===== config.mk =====
export PLATFORM = sky130hd
export DESIGN_NAME = bram_stream_loader_flat
export DESIGN_NICKNAME = d
export VERILOG_FILES = /design/src/rtl/bram_stream_loader_pkg.sv /design/src/rtl/bram_stream_loader_if.sv /design/src/rtl/bram_checksum_acc.sv /design/src/rtl/bram_stream_loader.sv /design/src/flat_wrapper.sv
export SDC_FILE = /design/constraint.sdc
export NUM_CORES = 1
export LEC_CHECK = 0
export CAP_MARGIN = 10
export CORE_MARGIN = 3
export CORE_UTILIZATION = 40
export CTS_CLUSTER_SIZE = 16
export DETAILED_ROUTE_END_ITERATION = 10
export PLACE_DENSITY = 0.57
export SYNTH_ARGS = -nofsm -noshare
export SYNTH_HDL_FRONTEND = slang
export SYNTH_SLANG_ARGS = --single-unit

===== constraint.sdc =====
create_clock -name clk -period 3.1 [get_ports clk]
set_clock_uncertainty 0.05 [all_clocks]
set_input_delay 0.62 -clock clk [delete_from_list [all_inputs] [get_ports clk]]
set_output_delay 0.62 -clock clk [all_outputs]
set_load 0.01 [all_outputs]

===== src/rtl/bram_stream_loader_pkg.sv =====
// rtl/bram_stream_loader_pkg.sv - shared geometry and FSM state type for the BRAM table loader
package bram_stream_loader_pkg;

    localparam int DATA_W        = 8;
    localparam int ADDR_W        = 12;
    localparam int DEPTH_DEFAULT = 576;

    typedef enum logic [2:0] {
        IDLE,
        WRITE,
        DRAIN,
        VERIFY,
        DONE
    } state_t;

endpackage


===== src/rtl/bram_stream_loader_if.sv =====
// rtl/bram_stream_loader_if.sv - byte stream handshake between a source and the loader
interface bram_stream_loader_if #(
    parameter int DATA_W = bram_stream_loader_pkg::DATA_W
);

    logic [DATA_W-1:0] in_data;
    logic              in_valid;
    logic              in_ready;
    logic              in_last;

    // Byte source side
    modport master (
        output in_data,
        output in_valid,
        output in_last,
        input  in_ready
    );

    // Loader side
    modport slave (
        input  in_data,
        input  in_valid,
        input  in_last,
        output in_ready
    );

endinterface


===== src/rtl/bram_checksum_acc.sv =====
// rtl/bram_checksum_acc.sv - running modular sum and xor of a byte sequence
module bram_checksum_acc
    import bram_stream_loader_pkg::*;
#(
    parameter int W = DATA_W
) (
    input  logic         clk,
    input  logic         rst,
    input  logic         clr,
    input  logic         en,
    input  logic [W-1:0] data,
    output logic [W-1:0] sum,
    output logic [W-1:0] xr
);

    // Clear wins over accumulate so a new load never inherits a stale byte
    always_ff @(posedge clk) begin
        if (rst || clr) begin
            sum <= '0;
            xr  <= '0;
        end else if (en) begin
            sum <= sum + data;
            xr  <= xr ^ data;
        end
    end

endmodule


===== src/rtl/bram_stream_loader.sv =====
// rtl/bram_stream_loader.sv - writes a byte stream into BRAM port A, then reads it back to verify
module bram_stream_loader #(
    parameter int DATA_W = bram_stream_loader_pkg::DATA_W,
    parameter int ADDR_W = bram_stream_loader_pkg::ADDR_W,
    parameter int DEPTH  = bram_stream_loader_pkg::DEPTH_DEFAULT
) (
    input  logic                 clk,
    input  logic                 rst,
    input  logic                 start,
    bram_stream_loader_if.slave  strm,
    output logic [ADDR_W-1:0]    bram_addr,
    output logic [DATA_W-1:0]    bram_din,
    output logic                 bram_we,
    input  logic [DATA_W-1:0]    bram_dout,
    output logic                 busy,
    output logic                 done,
    output logic                 ok,
    output logic                 overflow,
    output logic [ADDR_W:0]      word_count
);

    import bram_stream_loader_pkg::*;

    localparam logic [ADDR_W:0]   DEPTH_W  = (ADDR_W+1)'(DEPTH);
    localparam logic [ADDR_W:0]   WC_ONE   = 1;
    localparam logic [ADDR_W-1:0] ADDR_ONE = 1;

    state_t            state;
    logic [ADDR_W-1:0] addr_q;
    logic [DATA_W-1:0] din_q;
    logic              in_ready_q;
    logic              rd_issue;     // a read address is on the bus this cycle
    logic              rd_valid;     // bram_dout carries a verify word this cycle
    logic              rd_last;      // that word is the final one
    logic              cmp_pending;  // verify accumulator holds every word

    logic [DATA_W-1:0] w_sum, w_xr, v_sum, v_xr;

    logic              beat;
    logic              wr_fire;
    logic              start_ok;
    logic              at_last;
    logic              match;
    logic [ADDR_W:0]   wc_inc;
    logic [ADDR_W:0]   wc_m1;

    assign beat     = strm.in_valid && in_ready_q;
    assign wr_fire  = beat && (state == WRITE);
    assign start_ok = start && ((state == IDLE) || (state == DONE));
    assign wc_inc   = word_count + WC_ONE;
    assign wc_m1    = word_count - WC_ONE;
    assign at_last  = ({1'b0, addr_q} == wc_m1);
    assign match    = (v_sum == w_sum) && (v_xr == w_xr);

    // The write lands in the acceptance cycle; otherwise the port holds its last address
    assign strm.in_ready = in_ready_q;
    assign bram_we       = wr_fire;
    assign bram_addr     = wr_fire ? word_count[ADDR_W-1:0] : addr_q;
    assign bram_din      = wr_fire ? strm.in_data : din_q;

    bram_checksum_acc #(.W(DATA_W)) u_wr_acc (
        .clk  (clk),
        .rst  (rst),
        .clr  (start_ok),
        .en   (wr_fire),
        .data (strm.in_data),
        .sum  (w_sum),
        .xr   (w_xr)
    );

    bram_checksum_acc #(.W(DATA_W)) u_rd_acc (
        .clk  (clk),
        .rst  (rst),
        .clr  (start_ok),
        .en   (rd_valid),
        .data (bram_dout),
        .sum  (v_sum),
        .xr   (v_xr)
    );

    // Load sequencer: write phase, overflow drain, readback verify, result hold
    always_ff @(posedge clk) begin
        if (rst) begin
            state       <= IDLE;
            addr_q      <= '0;
            din_q       <= '0;
            in_ready_q  <= 1'b0;
            busy        <= 1'b0;
            done        <= 1'b0;
            ok          <= 1'b0;
            overflow    <= 1'b0;
            word_count  <= '0;
            rd_issue    <= 1'b0;
            rd_valid    <= 1'b0;
            rd_last     <= 1'b0;
            cmp_pending <= 1'b0;
        end else begin
            case (state)
                IDLE, DONE: begin
                    if (start) begin
                        state      <= WRITE;
                        in_ready_q <= 1'b1;
                        busy       <= 1'b1;
                        done       <= 1'b0;
                        ok         <= 1'b0;
                        overflow   <= 1'b0;
                        word_count <= '0;
                    end
                end
                WRITE: begin
                    if (beat) begin
                        addr_q     <= word_count[ADDR_W-1:0];
                        din_q      <= strm.in_data;
                        word_count <= wc_inc;
                        if (strm.in_last) begin
                            state      <= VERIFY;
                            in_ready_q <= 1'b0;
                            addr_q     <= '0;
                            rd_issue   <= 1'b1;
                        end else if (wc_inc == DEPTH_W) begin
                            state <= DRAIN;
                        end
                    end
                end
                DRAIN: begin
                    if (beat) begin
                        overflow <= 1'b1;
                        if (strm.in_last) begin
                            state      <= DONE;
                            in_ready_q <= 1'b0;
                            busy       <= 1'b0;
                            done       <= 1'b1;
                            ok         <= 1'b0;
                        end
                    end
                end
                VERIFY: begin
                    rd_valid    <= rd_issue;
                    rd_last     <= rd_issue && at_last;
                    cmp_pending <= rd_last;
                    if (rd_issue) begin
                        if (at_last) begin
                            rd_issue <= 1'b0;
                        end else begin
                            addr_q <= addr_q + ADDR_ONE;
                        end
                    end
                    if (cmp_pending) begin
                        state <= DONE;
                        busy  <= 1'b0;
                        done  <= 1'b1;
                        ok    <= match && !overflow;
                    end
                end
                default: begin
                    state <= IDLE;
                end
            endcase
        end
    end

endmodule


===== src/flat_wrapper.sv =====
// flat-port wrapper written by rule: the top's interface ports become plain ports
module bram_stream_loader_flat import bram_stream_loader_pkg::*;
#(
    parameter int DATA_W = bram_stream_loader_pkg::DATA_W,
    parameter int ADDR_W = bram_stream_loader_pkg::ADDR_W,
    parameter int DEPTH  = bram_stream_loader_pkg::DEPTH_DEFAULT
)
  (clk, rst, start, bram_addr, bram_din, bram_we, bram_dout, busy, done, ok, overflow, word_count, strm_in_data, strm_in_valid, strm_in_last, strm_in_ready);
  bram_stream_loader_if #(.DATA_W(DATA_W)) strm_i ();
  input  logic clk;
  input  logic rst;
  input  logic start;
  output logic [ADDR_W-1:0] bram_addr;
  output logic [DATA_W-1:0] bram_din;
  output logic bram_we;
  input  logic [DATA_W-1:0] bram_dout;
  output logic busy;
  output logic done;
  output logic ok;
  output logic overflow;
  output logic [ADDR_W:0] word_count;
  input wire logic [$bits(strm_i.in_data)-1:0] strm_in_data;
  input wire logic [$bits(strm_i.in_valid)-1:0] strm_in_valid;
  input wire logic [$bits(strm_i.in_last)-1:0] strm_in_last;
  output wire logic [$bits(strm_i.in_ready)-1:0] strm_in_ready;
  assign strm_i.in_data = strm_in_data;
  assign strm_i.in_valid = strm_in_valid;
  assign strm_i.in_last = strm_in_last;
  assign strm_in_ready = strm_i.in_ready;
  bram_stream_loader #(.DATA_W(DATA_W), .ADDR_W(ADDR_W), .DEPTH(DEPTH)) u_core (.clk(clk), .rst(rst), .start(start), .strm(strm_i), .bram_addr(bram_addr), .bram_din(bram_din), .bram_we(bram_we), .bram_dout(bram_dout), .busy(busy), .done(done), .ok(ok), .overflow(overflow), .word_count(word_count));
endmodule

**Word-level counts from Yosys, hierarchy flattened**

Cells that the tools add are included.

- Bits in writable memories: 0
- Register bits: 77
- Memories kept: 0
- Output and inout bits: 39
- Logic and storage cells: 104
- Bits in read-only memories: 0
- Latch bits: 0

- Divide/modulo/power cells: 0
- $mul: 0
- Bitwise logic cells: 2
- Order comparisons: 0
- Reduce and logical (&&, ||, !) cells: 25
- Equality and inequality tests: 19
- Add/subtract/negate cells: 5
- Muxes and demuxes: 36
- Shift-type cells: 0

Operator list:

| kind | count |
|---|---|
| two-way mux 12 bit | 5 |
| two-way mux 13 bit | 2 |
| case mux 13 bit (2 select lines) | 1 |
| case mux 12 bit (2 select lines) | 1 |
| two-way mux 3 bit | 7 |
| adder 8 bit | 2 |
| equality test 8 bit | 2 |
| XOR 8 bit | 2 |
| adder 13 x 1 -> 13 bit, second input constant | 1 |
| equality test 12 x 13 -> 1 bit | 1 |
| equality test 13 x 10 -> 1 bit, second input constant | 1 |
| subtractor 13 x 1 -> 13 bit, second input constant | 1 |
| adder 12 x 1 -> 12 bit, second input constant | 1 |
| two-way mux 1 bit | 12 |
| inequality test 2 x 1 -> 1 bit, second input constant | 6 |
| case mux 3 bit (4 select lines) | 1 |
| case mux 1 bit (3 select lines) | 3 |
| AND reduction 3 bit | 3 |
| two-way mux 8 bit | 1 |
| inequality test 2 bit, second input constant | 4 |
| AND reduction 4 bit | 2 |
| nonzero test 2 bit | 4 |
| equality test 3 x 2 -> 1 bit, second input constant | 2 |
| logical AND 1 bit | 6 |
| 12 further kinds | 16 |

**Longest topological paths before layout**

Gate-level depths: netlist of the first run.

- Depth after elaboration: 6
- Depth in mapped cells: 12
- Depth with buffers taken out: 10

**Modules after synthesis**

From an unflattened synthesis of the first run, not the netlist that was laid out.

- Cell total of the unflattened synthesis: 672
- Area, all modules: 5,165.0 µm²

By module, submodules not included:

| module | cells each | times used | sequential area each (µm²) | area an instance (µm²) |
|---|---|---|---|---|
| bram_stream_loader | 460 | 1 | 900.9 | 3,278.1 |
| bram_checksum_acc | 106 | 2 | 320.3 | 943.4 |

**Least setup slack after synthesis of the first run**

Ideal clock, no wire load.

- Path kind: register to register
- Start: reg u_core.word_count[0]
- End: reg u_core.addr_q[2]
- Required time: 2,934 ps
- Setup time: 116 ps
- Arrival: 2,634 ps
- Setup slack: 300 ps
- Clock period less this slack: 2,800 ps
- Stages on the path, launching flop included: 13
- Path through: dfxtp_1 -> buf_2 -> inv_1 -> ha_1 -> buf_2 -> xnor2_1 -> xnor2_1 -> or4_4 -> nor4_4 -> nand4_2 -> and2_1 -> buf_6 -> o211a_1

- Cells in the longest elaborated chain, start to end: 4

Ends and longest elaborated chain:

| item | line | text |
|---|---|---|
| from (decl) | bram_stream_loader.sv:19 | `output logic [ADDR_W:0] word_count` |
| from (signal assigned) | bram_stream_loader.sv:114 | `word_count <= wc_inc;` |
| subtractor 13 x 1 -> 13 bit | bram_stream_loader.sv:51 | `assign wc_m1 = word_count - WC_ONE;` |
| equality test 12 x 13 -> 1 bit | bram_stream_loader.sv:52 | `assign at_last = ({1'b0, addr_q} == wc_m1);` |
| inequality test 2 bit (no source line) | n/a |  |
| AND reduction 4 bit (no source line) | n/a |  |
| to (signal assigned) | bram_stream_loader.sv:112 | `addr_q <= word_count[ADDR_W-1:0];` |
| to (signal assigned) | bram_stream_loader.sv:145 | `addr_q <= addr_q + ADDR_ONE;` |
| to (decl) | bram_stream_loader.sv:29 | `logic [ADDR_W-1:0] addr_q;` |

No other way between the ends.
A chain may end at the register's enable or synchronous reset.

**Worst setup path in the final report of the first run**

- Start: in strm_in_valid
- End: out bram_addr[6]

- Cells in the longest elaborated chain, start to end: 3

Ends and longest elaborated chain:

| item | line | text |
|---|---|---|
| from (decl) | flat_wrapper.sv:23 | `input wire logic [$bits(strm_i.in_valid)-1:0] strm_in_valid;` |
| logical AND 1 bit | bram_stream_loader.sv:47 | `assign beat = strm.in_valid && in_ready_q;` |
| logical AND 1 bit | bram_stream_loader.sv:48 | `assign wr_fire = beat && (state == WRITE);` |
| two-way mux 12 bit | bram_stream_loader.sv:58 | `assign bram_addr = wr_fire ? word_count[ADDR_W-1:0] : addr_q;` |
| to (decl) | flat_wrapper.sv:13 | `output logic [ADDR_W-1:0] bram_addr;` |

No other way between the ends.

==> results of run 1 <==
-- worst paths after layout --
path	start	to	slack, ps	depth (start not counted)
min reg2reg	u_core.rd_last$_SDFFE_PP0P_	u_core.cmp_pending$_SDFFE_PP0P_	410	2
min	u_core.rd_last$_SDFFE_PP0P_	u_core.cmp_pending$_SDFFE_PP0P_	410	2
max	strm_in_valid	bram_addr[6]	50	6
max reg2reg	u_core.word_count[1]$_SDFFE_PP0P_	u_core.state[0]$_SDFFE_PP0P_	300	7
-- logic make-up (layout without fill, tap and decap cells) --
group	after synthesis	in the layout	synth area share
fa+ha+maj	19	19	0.0508
xor+xnor	58	58	0.102
buf+inv	66	132	0.0535
flops	77	77	0.310
simple gates	286	286	0.281
mux	11	11	0.0226
compound gates	138	138	0.180
-- registers in the layout (all words and copies together), names as in the netlist, 3 cells and up --
register	cells
u_core.addr_q	12
u_core.din_q	8
u_core.state	3
u_core.u_rd_acc.sum	8
u_core.u_rd_acc.xr	8
u_core.u_wr_acc.sum	8
u_core.u_wr_acc.xr	8
u_core.word_count	13
-- layout make-up --
cell class                 count  area [um^2]
clock buffer                   9          225
clock inverter                 7         96.3
fill                        1218         5860
inverter                      20         78.8
multi-input combinational    512         3190
sequential                    77         1540
tap                          168          210
timing repair buffer          96          910
-- worst reg2reg max path: cells and delay by family, from the launching register on --
family           cells  cell delay (ps)
AO/OA/AOI/OAI        2              510
flip-flops           1              510
multiplexers         1              160
AND/OR/NAND/NOR      4             1470
-- through the flow --
step	instance area [um^2]	hold slack (ps)	util	setup TNS, ps
floorplan	4980	382	-	0
global placement	5880	390	0.486	0
detailed placement	5880	400	0.486	-41.9
CTS	6200	409	0.512	0
global route	6250	430	0.516	-51.6
finish	6250	408	0.516	0
-- what timing repair did --
action,in CTS,in global routing
setup endpoints to repair,0,18
resized for setup,0,4
endpoints found under the hold margin,0,0
-- power by group --
group          switching (mW)  internal (mW)  leakage [nW]  total (mW)
registers              0.0199           1.00         0.622        1.02
clock network           0.449          0.709         0.160        1.16
logic                   0.153          0.128          1.59       0.281
total                   0.621           1.84          2.37        2.46
-- layout by cell type (no fill, tap or decap), types with 3 or more instances in the layout --
| cell type | Yosys | layout |
|---|---|---|
| a211oi_1 | 7 | 7 |
| a211oi_2 | 4 | 4 |
| a21oi_1 | 45 | 45 |
| a22oi_1 | 5 | 5 |
| a2bb2oi_1 | 3 | 3 |
| a311oi_1 | 4 | 4 |
| a31oi_1 | 12 | 12 |
| and2_1 | 3 | 3 |
| and3_1 | 7 | 7 |
| and4_1 | 3 | 3 |
| buf_4 | 0 | 33 |
| clkbuf_16 | 0 | 10 |
| clkdlybuf4s50_1 | 0 | 58 |
| dfxtp_1 | 77 | 77 |
| ha_1 | 17 | 17 |
| inv_1 | 19 | 19 |
| mux2i_1 | 9 | 9 |
| nand2_1 | 110 | 110 |
| nand3_1 | 23 | 22 |
| nand3b_1 | 5 | 5 |
| nand4_1 | 10 | 10 |
| nor2_1 | 69 | 69 |
| nor2b_1 | 8 | 8 |
| nor3_1 | 19 | 19 |
| nor4_1 | 4 | 4 |
| nor4_4 | 3 | 3 |
| o21ai_0 | 30 | 30 |
| o21bai_1 | 3 | 3 |
| o31a_1 | 3 | 3 |
| or4_1 | 3 | 3 |
| xnor2_1 | 32 | 32 |
| xor2_1 | 26 | 26 |
-- layer usage --
| layer | track usage | share of wire | routed length (um) |
|---|---|---|---|
| met5 | 0 | 0 | 0 |
| met4 | 0.0725 | 0.015 | 211 |
| met3 | 0.0332 | 0.055 | 763 |
| met2 | 0.313 | 0.43 | 6050 |
| met1 | 0.303 | 0.50 | 6940 |
==> impl_metrics.json, run 1 <==
{
  "antenna_found_initial": 0,
  "ant_nets": 0,
  "drc": 0,
  "boundaryPins": 60,
  "grt_pass1_vias": 4697,
  "syn_nets": 695,
  "grt_max_degree": 47,
  "clk_path_buf_depth": 2,
  "final_cell_count_no_fill": 889,
  "fin_crit_sh": 0.983,
  "die_width_um": 118,
  "cp_common_cell": "clkdlybuf4s50_1",
  "seq_area_frac_synth": 0.310,
  "finalMaxSlewViolations": 0,
  "cp_max_fo": 16,
  "die-area_um2": 13800,
  "synth-seq-cells": 77,
  "yosysUniqueCellTypes": 65,
  "place_ws_ps": -41.9,
  "dr_total_vias": 4725,
  "grt_usage": 0.208,
  "finalCriticalPeriod_ps": 3050,
  "cp-start-kind": "input pin",
  "synth.most_common_cell": "nand2_1",
  "crit_family": "buffers and inverters",
  "p_leak_nw": 2.37,
  "gp_congestion": 0.822,
  "hpwl_um": 9850,
  "cts_setup_buffers": 0,
  "synth_flop_cell": "dfxtp_1",
  "postCtsHoldBufs": 0,
  "n_antenna_cell": 0,
  "post_synth.cell_area_avg_um2": 7.60,
  "synth_warnings": 0,
  "yosysTopAreaCellShare": 0.310,
  "start_util": 0.411,
  "power_density_nw_per_um2": 394,
  "grt_overflow_total": 0,
  "hold_path_class": "flop to flop",
  "rows": 40,
  "setup_violations": 0,
  "arrival_ps": 2380,
  "cpPeakStageDelay_ps": 560,
  "die_h_um": 118,
  "wl_per_cell_um": 15.7,
  "fin_nets": 756,
  "critPathRequiredTime_ps": 2430,
  "io_buffers": 59,
  "place_inst": 872,
  "endpoint_kind": "primary output",
  "clk_latency_ps": 340,
  "crit_path_top_delay_cell": "clkdlybuf4s50_1",
  "drt_first_pass_iters": 4,
  "post-synth-top-area-cell": "dfxtp_1",
  "drtIter0Drc": 402,
  "cts-buffers-inserted": 9,
  "status": "finished, final reports clean",
  "synthesis.area_um2": 4980,
  "critical_path_class": "input pin to primary output",
  "vias_per_cell": 5.31,
  "numClockSinks": 77,
  "tightestPinTransition_ps": 559,
  "synth_edf_count": 0,
  "crit_chain": "clkdlybuf4s50_1 > nand3_4 > clkinvlp_4 > clkbuf_16 > o21ai_0 > clkdlybuf4s50_1",
  "cts.clk_slew.worst_paths_ps": 60,
  "drive_gt1_frac": 0.110,
  "synth_common_cells": "nand2_1 (110), dfxtp_1 (77), nor2_1 (69)",
  "cts_tree": "yes",
  "total_power_mw": 2.46,
  "async_reset_ff_frac": 0,
  "peakVddDrop_mv": 0.257,
  "drt_wl_total_um": 14000,
  "setup_slack_ps": 53.9,
  "synth.area.top_cells": "dfxtp_1 (31%), nand2_1 (8.3%), xnor2_1 (5.6%)",
  "maxCapViolCount": 0,
  "synthToLayoutAreaGrowth_pct": 25.5,
  "h-tree-depth": 3,
  "grt_pass1_wl_um": 23600,
  "fmax_mhz": 328,
  "maxSlewHeadroom": 0.618,
  "hold_violations": 0,
  "floorplan.core_area_um2": 12100,
  "cts_root_buf": "clkbuf_16",
  "crit_buf_inv": 4,
  "syn_inst": 655
}
(Power assumes the default switching activity.)
==> run 2: changes to the inputs <==
--- a/config.mk
+++ b/config.mk
@@ -10,6 +10,7 @@
 export CORE_UTILIZATION = 40
 export CTS_CLUSTER_SIZE = 16
 export DETAILED_ROUTE_END_ITERATION = 10
+export GPL_ROUTABILITY_DRIVEN = 0
 export PLACE_DENSITY = 0.57
 export SYNTH_ARGS = -nofsm -noshare
 export SYNTH_HDL_FRONTEND = slang
==> results of run 2 <==
Final layout, timing and power as in run 1 (identical DEF).
==> variant 1: new RTL, config.mk and constraints of run 1 <==
The 5 states of `state_t` get a one-hot encoding in 5 bits.
--- a/src/rtl/bram_stream_loader_pkg.sv
+++ b/src/rtl/bram_stream_loader_pkg.sv
@@ -6,10 +6,10 @@
     localparam int DEPTH_DEFAULT = 576;
 
-    typedef enum logic [2:0] {
-        IDLE,
-        WRITE,
-        DRAIN,
-        VERIFY,
-        DONE
+    typedef enum logic [4:0] {
+        IDLE   = 5'b00001,
+        WRITE  = 5'b00010,
+        DRAIN  = 5'b00100,
+        VERIFY = 5'b01000,
+        DONE   = 5'b10000
     } state_t;
 
Check against the original RTL: no difference found for any inputs over 4 cycles, from zero or initial values and one cycle with rst high; so few cycles prove little.
==> variant 1 against run 1 <==
Final area decreased by 0.70%. Non-clock buffer count down 7. Sequential cell count grew 2. Total power about the same. Clock power about the same. Die area grew 0.61%. Maximum frequency grew 0.77%. Worst setup slack improved by 0.023 ns. Area after synthesis increased by 0.65%. Global-route usage fell by 0.77 points. Wire length rose by 0.31%. Critical endpoint is now bram_addr[1]. Largest cell class unchanged.
==> variant 1: results (changes against run 1) <==
vias in the first global route -> 4540 (was 4697)
Layout clock area frac -> 0.0516 (was 0.0515)
GP Congestion -> 0.881 (was 0.822)
Non-CTS buffers -> 89 (was 96)
R2R depth -> 8 (was 7)
Worst Hold Launch -> u_core.cmp_pending (was u_core.rd_last)
register area -> 0.00158 mm^2 (was 0.00154 mm^2)
first-pass GRT wire length -> 23.0 mm (was 23.6 mm)
total track usage -> 0.201 (was 0.208)
Worst setup endpoint -> bram_addr[1] (was bram_addr[6])
Crit Path Category -> reg2out (was in2out)
GRT met3 Usage -> 0.0485 (was 0.0332)
FF-to-FF setup slack -> 0.38 ns (was 0.30 ns)
CP arrival -> 2.35 ns (was 2.38 ns)
Multi-In Gates -> 514 (was 512)
fin cells -> 892 (was 889)
Layout Nets -> 759 (was 756)
synth unique cells -> 61 (was 65)
worst r2r src -> u_core.word_count[8] (was u_core.word_count[1])
met1 Usage GRT -> 0.256 (was 0.303)
crit path launch -> u_core.state[4] (was strm_in_valid)
fin util -> 0.512 (was 0.516)
# resized after CTS -> 24 (was 0)
Post CTS Setup Buffer Count -> 1 (was 0)
NonClk Buf Share -> 0.133 (was 0.146)
post-place setup slack -> 0.0277 ns (was -0.0419 ns)
crit-path max FO -> 16 (unchanged)
pin count of the biggest net entering global routing -> 49 (was 47)
Post-Place Cells -> 875 (was 872)
sequential cell area fraction in the yosys report -> 0.316 (was 0.310)
outcome -> completed (unchanged)
via count -> 4886 (was 4725)
worst-margin pin slew -> 0.982 ns (was 0.559 ns)
M2 GR Usage -> 0.335 (was 0.313)
CP max stage cell -> or3_4 (was clkdlybuf4s50_1)
WL/cell -> 15.7 um (about the same)
Worst path max stage delay -> 0.42 ns (was 0.56 ns)
layout cell share with drive strength beyond 1 -> 0.0967 (was 0.110)
worst setup margin -> 0.0771 ns (was 0.0539 ns)
top post-synthesis cells by count -> 96 x nand2_1, 79 x dfxtp_1, 67 x nor2_1, 49 x a21oi_1, 38 x xor2_1 (was 110 x nand2_1, 77 x dfxtp_1, 69 x nor2_1, 45 x a21oi_1, 33 x clkbuf_1)
DR iter-0 viols -> 374 (was 402)
Non-clk invs -> 26 (was 20)
multi-input combinational area share -> 0.511 (was 0.510)
Min Hold Slack -> 0.411 ns (was 0.408 ns)
top cells by area, synth -> dfxtp_1 32%, nand2_1 7.2%, xor2_1 6.6% (was dfxtp_1 31%, nand2_1 8.3%, xnor2_1 5.6%)
clock buffers -> 10 (was 9)
CP top delay family -> simple AND/OR/NAND/NOR gates (was buffers and inverters)
[variant 1: changes by cell type in the layout (fill, tap and decap cells not counted), moves of 5 or more]
cell	before	now
clkdlybuf4s50_1	58	38
dlygate4sd2_1	0	17
nand2_1	110	95
xnor2_1	32	19
xor2_1	26	38
nor4_1	4	13
buf_4	33	27
inv_1	19	25
nor2b_1	8	3
o31ai_1	1	6
or3_1	2	7
[variant 1: metal layers]
| layer | up-vias | routed length, um |
|---|---|---|
| li1 | 2433 | - |
| met1 | 2293 | 6280 |
| met2 | 143 | 6750 |
| met3 | 17 | 716 |
| met4 | 0 | 263 |
| met5 | - | 0 |
[variant 1: kinds of logic after synthesis]
family	share of synthesized area
AOI/OAI and AO/OA	0.182
buffers and inverters	0.0564
DFF	0.316
muxes	0.0120
xor gates and xnor gates	0.0997
and+or+nand+nor	0.284
adders and majority gates	0.0504
[variant 1: power by group]
part / internal [mW] / switching [mW]
Clock: 0.712 / 0.451
Combinational: 0.108 / 0.152
Sequential: 1.03 / 0.0149
Total: 1.85 / 0.618
==> variant 2: new RTL, flow settings as in run 1 <==
Made on the original files. The package constant `ADDR_W` goes from 12 to 11.
--- a/src/rtl/bram_stream_loader_pkg.sv
+++ b/src/rtl/bram_stream_loader_pkg.sv
@@ -3,5 +3,5 @@
 
     localparam int DATA_W        = 8;
-    localparam int ADDR_W        = 12;
+    localparam int ADDR_W        = 11;
     localparam int DEPTH_DEFAULT = 576;
 
Ports: changed (resized bram_addr and word_count); port bits go from 60 to 58. The function was not compared with the original's and may differ.
==> variant 2 against run 1 <==
Area after synthesis fell by 6.5%. Total power is 13% higher. Final area is 4.8% lower. Synthesized cell count shrank 6.7%. Wire length decreased by 5.5%. Sequential cell count decreased by 2. Largest cell class unchanged. Critical path type unchanged. Non-clock buffer count is 8 higher. Worst setup slack better by 0.11 ns.
==> variant 2: results (changes against run 1) <==
sequential cell area fraction in the yosys report -> 0.322 (was 0.310)
worst-margin pin slew -> 0.754 ns (was 0.559 ns)
largest registers -> u_core.word_count: 12 flops, u_core.addr_q: 11 flops (was u_core.word_count: 13 flops, u_core.addr_q: 12 flops)
total track usage -> 0.215 (was 0.208)
WL/cell -> 15.9 um (was 15.7 um)
Detailed Routing Iterations Pass 1 -> 5 (was 4)
synth unique cells -> 61 (was 65)
CP arrival -> 2.27 ns (was 2.38 ns)
outcome -> completed (unchanged)
crit-path max FO -> 17 (was 16)
vias in the first global route -> 4356 (was 4697)
Vias/cell -> 5.58 (was 5.31)
max FFs per register -> 12 (was 13)
first-pass GRT wire length -> 22.4 mm (was 23.6 mm)
sw frac -> 0.269 (was 0.252)
VDD IR max -> 0.265 mV (was 0.257 mV)
top cells by area, synth -> dfxtp_1 32%, xor2_1 7.5%, nand2_1 7.1% (was dfxtp_1 31%, nand2_1 8.3%, xnor2_1 5.6%)
asr flop ratio synth -> 0 (unchanged)
GP Congestion -> 0.842 (was 0.822)
Port Buffer Count -> 57 (was 59)
H-tree depth -> 3 (unchanged)
post-DP HPWL -> 9.75 mm (was 9.85 mm)
worst-case clock buffer depth -> 2 (unchanged)
Mapped Nets -> 651 (was 695)
# fillers -> 1106 (was 1218)
Layout Nets -> 725 (was 756)
DR iter-0 viols -> 286 (was 402)
antenna violations before repair -> 0 (unchanged)
pin count of the biggest net entering global routing -> 50 (was 47)
layout cell share with drive strength beyond 1 -> 0.119 (was 0.110)
top post-synthesis cells by count -> 88 x nand2_1, 75 x dfxtp_1, 62 x nor2_1, 54 x a21oi_1, 40 x xor2_1 (was 110 x nand2_1, 77 x dfxtp_1, 69 x nor2_1, 45 x a21oi_1, 33 x clkbuf_1)
[variant 2: cell types whose count changed after synthesis, sizes merged, moves of 7 or more]
cell	before	now
a21oi	45	54
xnor2	32	15
nor2	69	62
nand2	110	88
nor4	7	16
xor2	26	40
[variant 2: stage by stage]
stage / setup WS [ns] / area (um^2) / power [mW] / instances / hold WS [ns]
final: 0.163 / 5950 / 2.79 / 830 / 0.410
after global routing: 0.0680 / 5950 / 2.92 / 830 / 0.437
after CTS: 0.0338 / 5940 / 2.82 / 830 / 0.410
after detailed placement: -0.170 / 5610 / 1.59 / 814 / 0.404
after global placement: -0.131 / 5610 / 1.59 / 814 / 0.400
after floorplan: 0.310 / 4660 / 1.36 / 611 / 0.382
[variant 2: worst max-delay path, stage by stage]
cell and delay (ns):
clkdlybuf4s50_1 0.48, nand2_1 0.08, or3_4 0.40, clkinv_2 0.10, buf_12 0.16, nand2_1 0.09, nand2_1 0.07, dlygate4sd2_1 0.26
[variant 2: worst paths after layout]
| kind | startpoint | endpoint | slack (ns) | cells past startpoint |
|---|---|---|---|---|
| max | strm_in_valid | bram_din[6] | 0.16 | 8 |
| min | u_core.rd_last | u_core.cmp_pending | 0.41 | 2 |
| max reg2reg | u_core.word_count[0] | u_core.addr_q[7] | 0.29 | 9 |
| min reg2reg | u_core.rd_last | u_core.cmp_pending | 0.41 | 2 |
[variant 2: cell type report]
cell class | count | area (um^2) | area share
repair buffers | 104 | 922 | 0.155
clock inverters | 5 | 108 | 0.0181
flip-flops and latches | 75 | 1500 | 0.253
well taps | 140 | 175 | 0.0295
clock buffers | 11 | 243 | 0.0408
multi-input cells | 475 | 2920 | 0.491
inverters | 20 | 76.3 | 0.0128
[variant 2: cells by family (layout without fill, tap and decap cells)]
kind of cell / count (synthesis) / after routing / share of synthesized area
AND/OR/NAND/NOR: 251 / 251 / 0.250
adder cells (fa/ha/maj): 19 / 19 / 0.0543
flip-flops: 75 / 75 / 0.322
multiplexers: 7 / 7 / 0.0153
XOR/XNOR: 55 / 55 / 0.103
buffers and inverters: 61 / 140 / 0.0513
AO/OA/AOI/OAI: 143 / 143 / 0.203
[variant 2: power groups by stage]
stage               Combinational (mW)  Sequential, mW  Clock (mW)
floorplan                        0.315            1.05           0
global placement                 0.531            1.06           0
detailed placement               0.537            1.06           0
CTS                              0.529            1.04        1.26
global route                     0.588            1.04        1.29
finish                           0.526            1.04        1.22
[variant 2: timing repair]
item / 4_1_cts / 5_1_grt
buffers inserted: 0 / 0
setup endpoints to repair: 20 / 1
gates resized for setup: 21 / 1
pin swaps: 0 / 0
[variant 2: layer usage]
layer	share of wire	track usage	up-vias	wire [um]
met5	0	0	-	0
met4	0.011	0.0618	0	144
met3	0.063	0.0393	12	830
met2	0.43	0.324	146	5710
met1	0.49	0.314	2160	6510
li1	-	-	2312	-
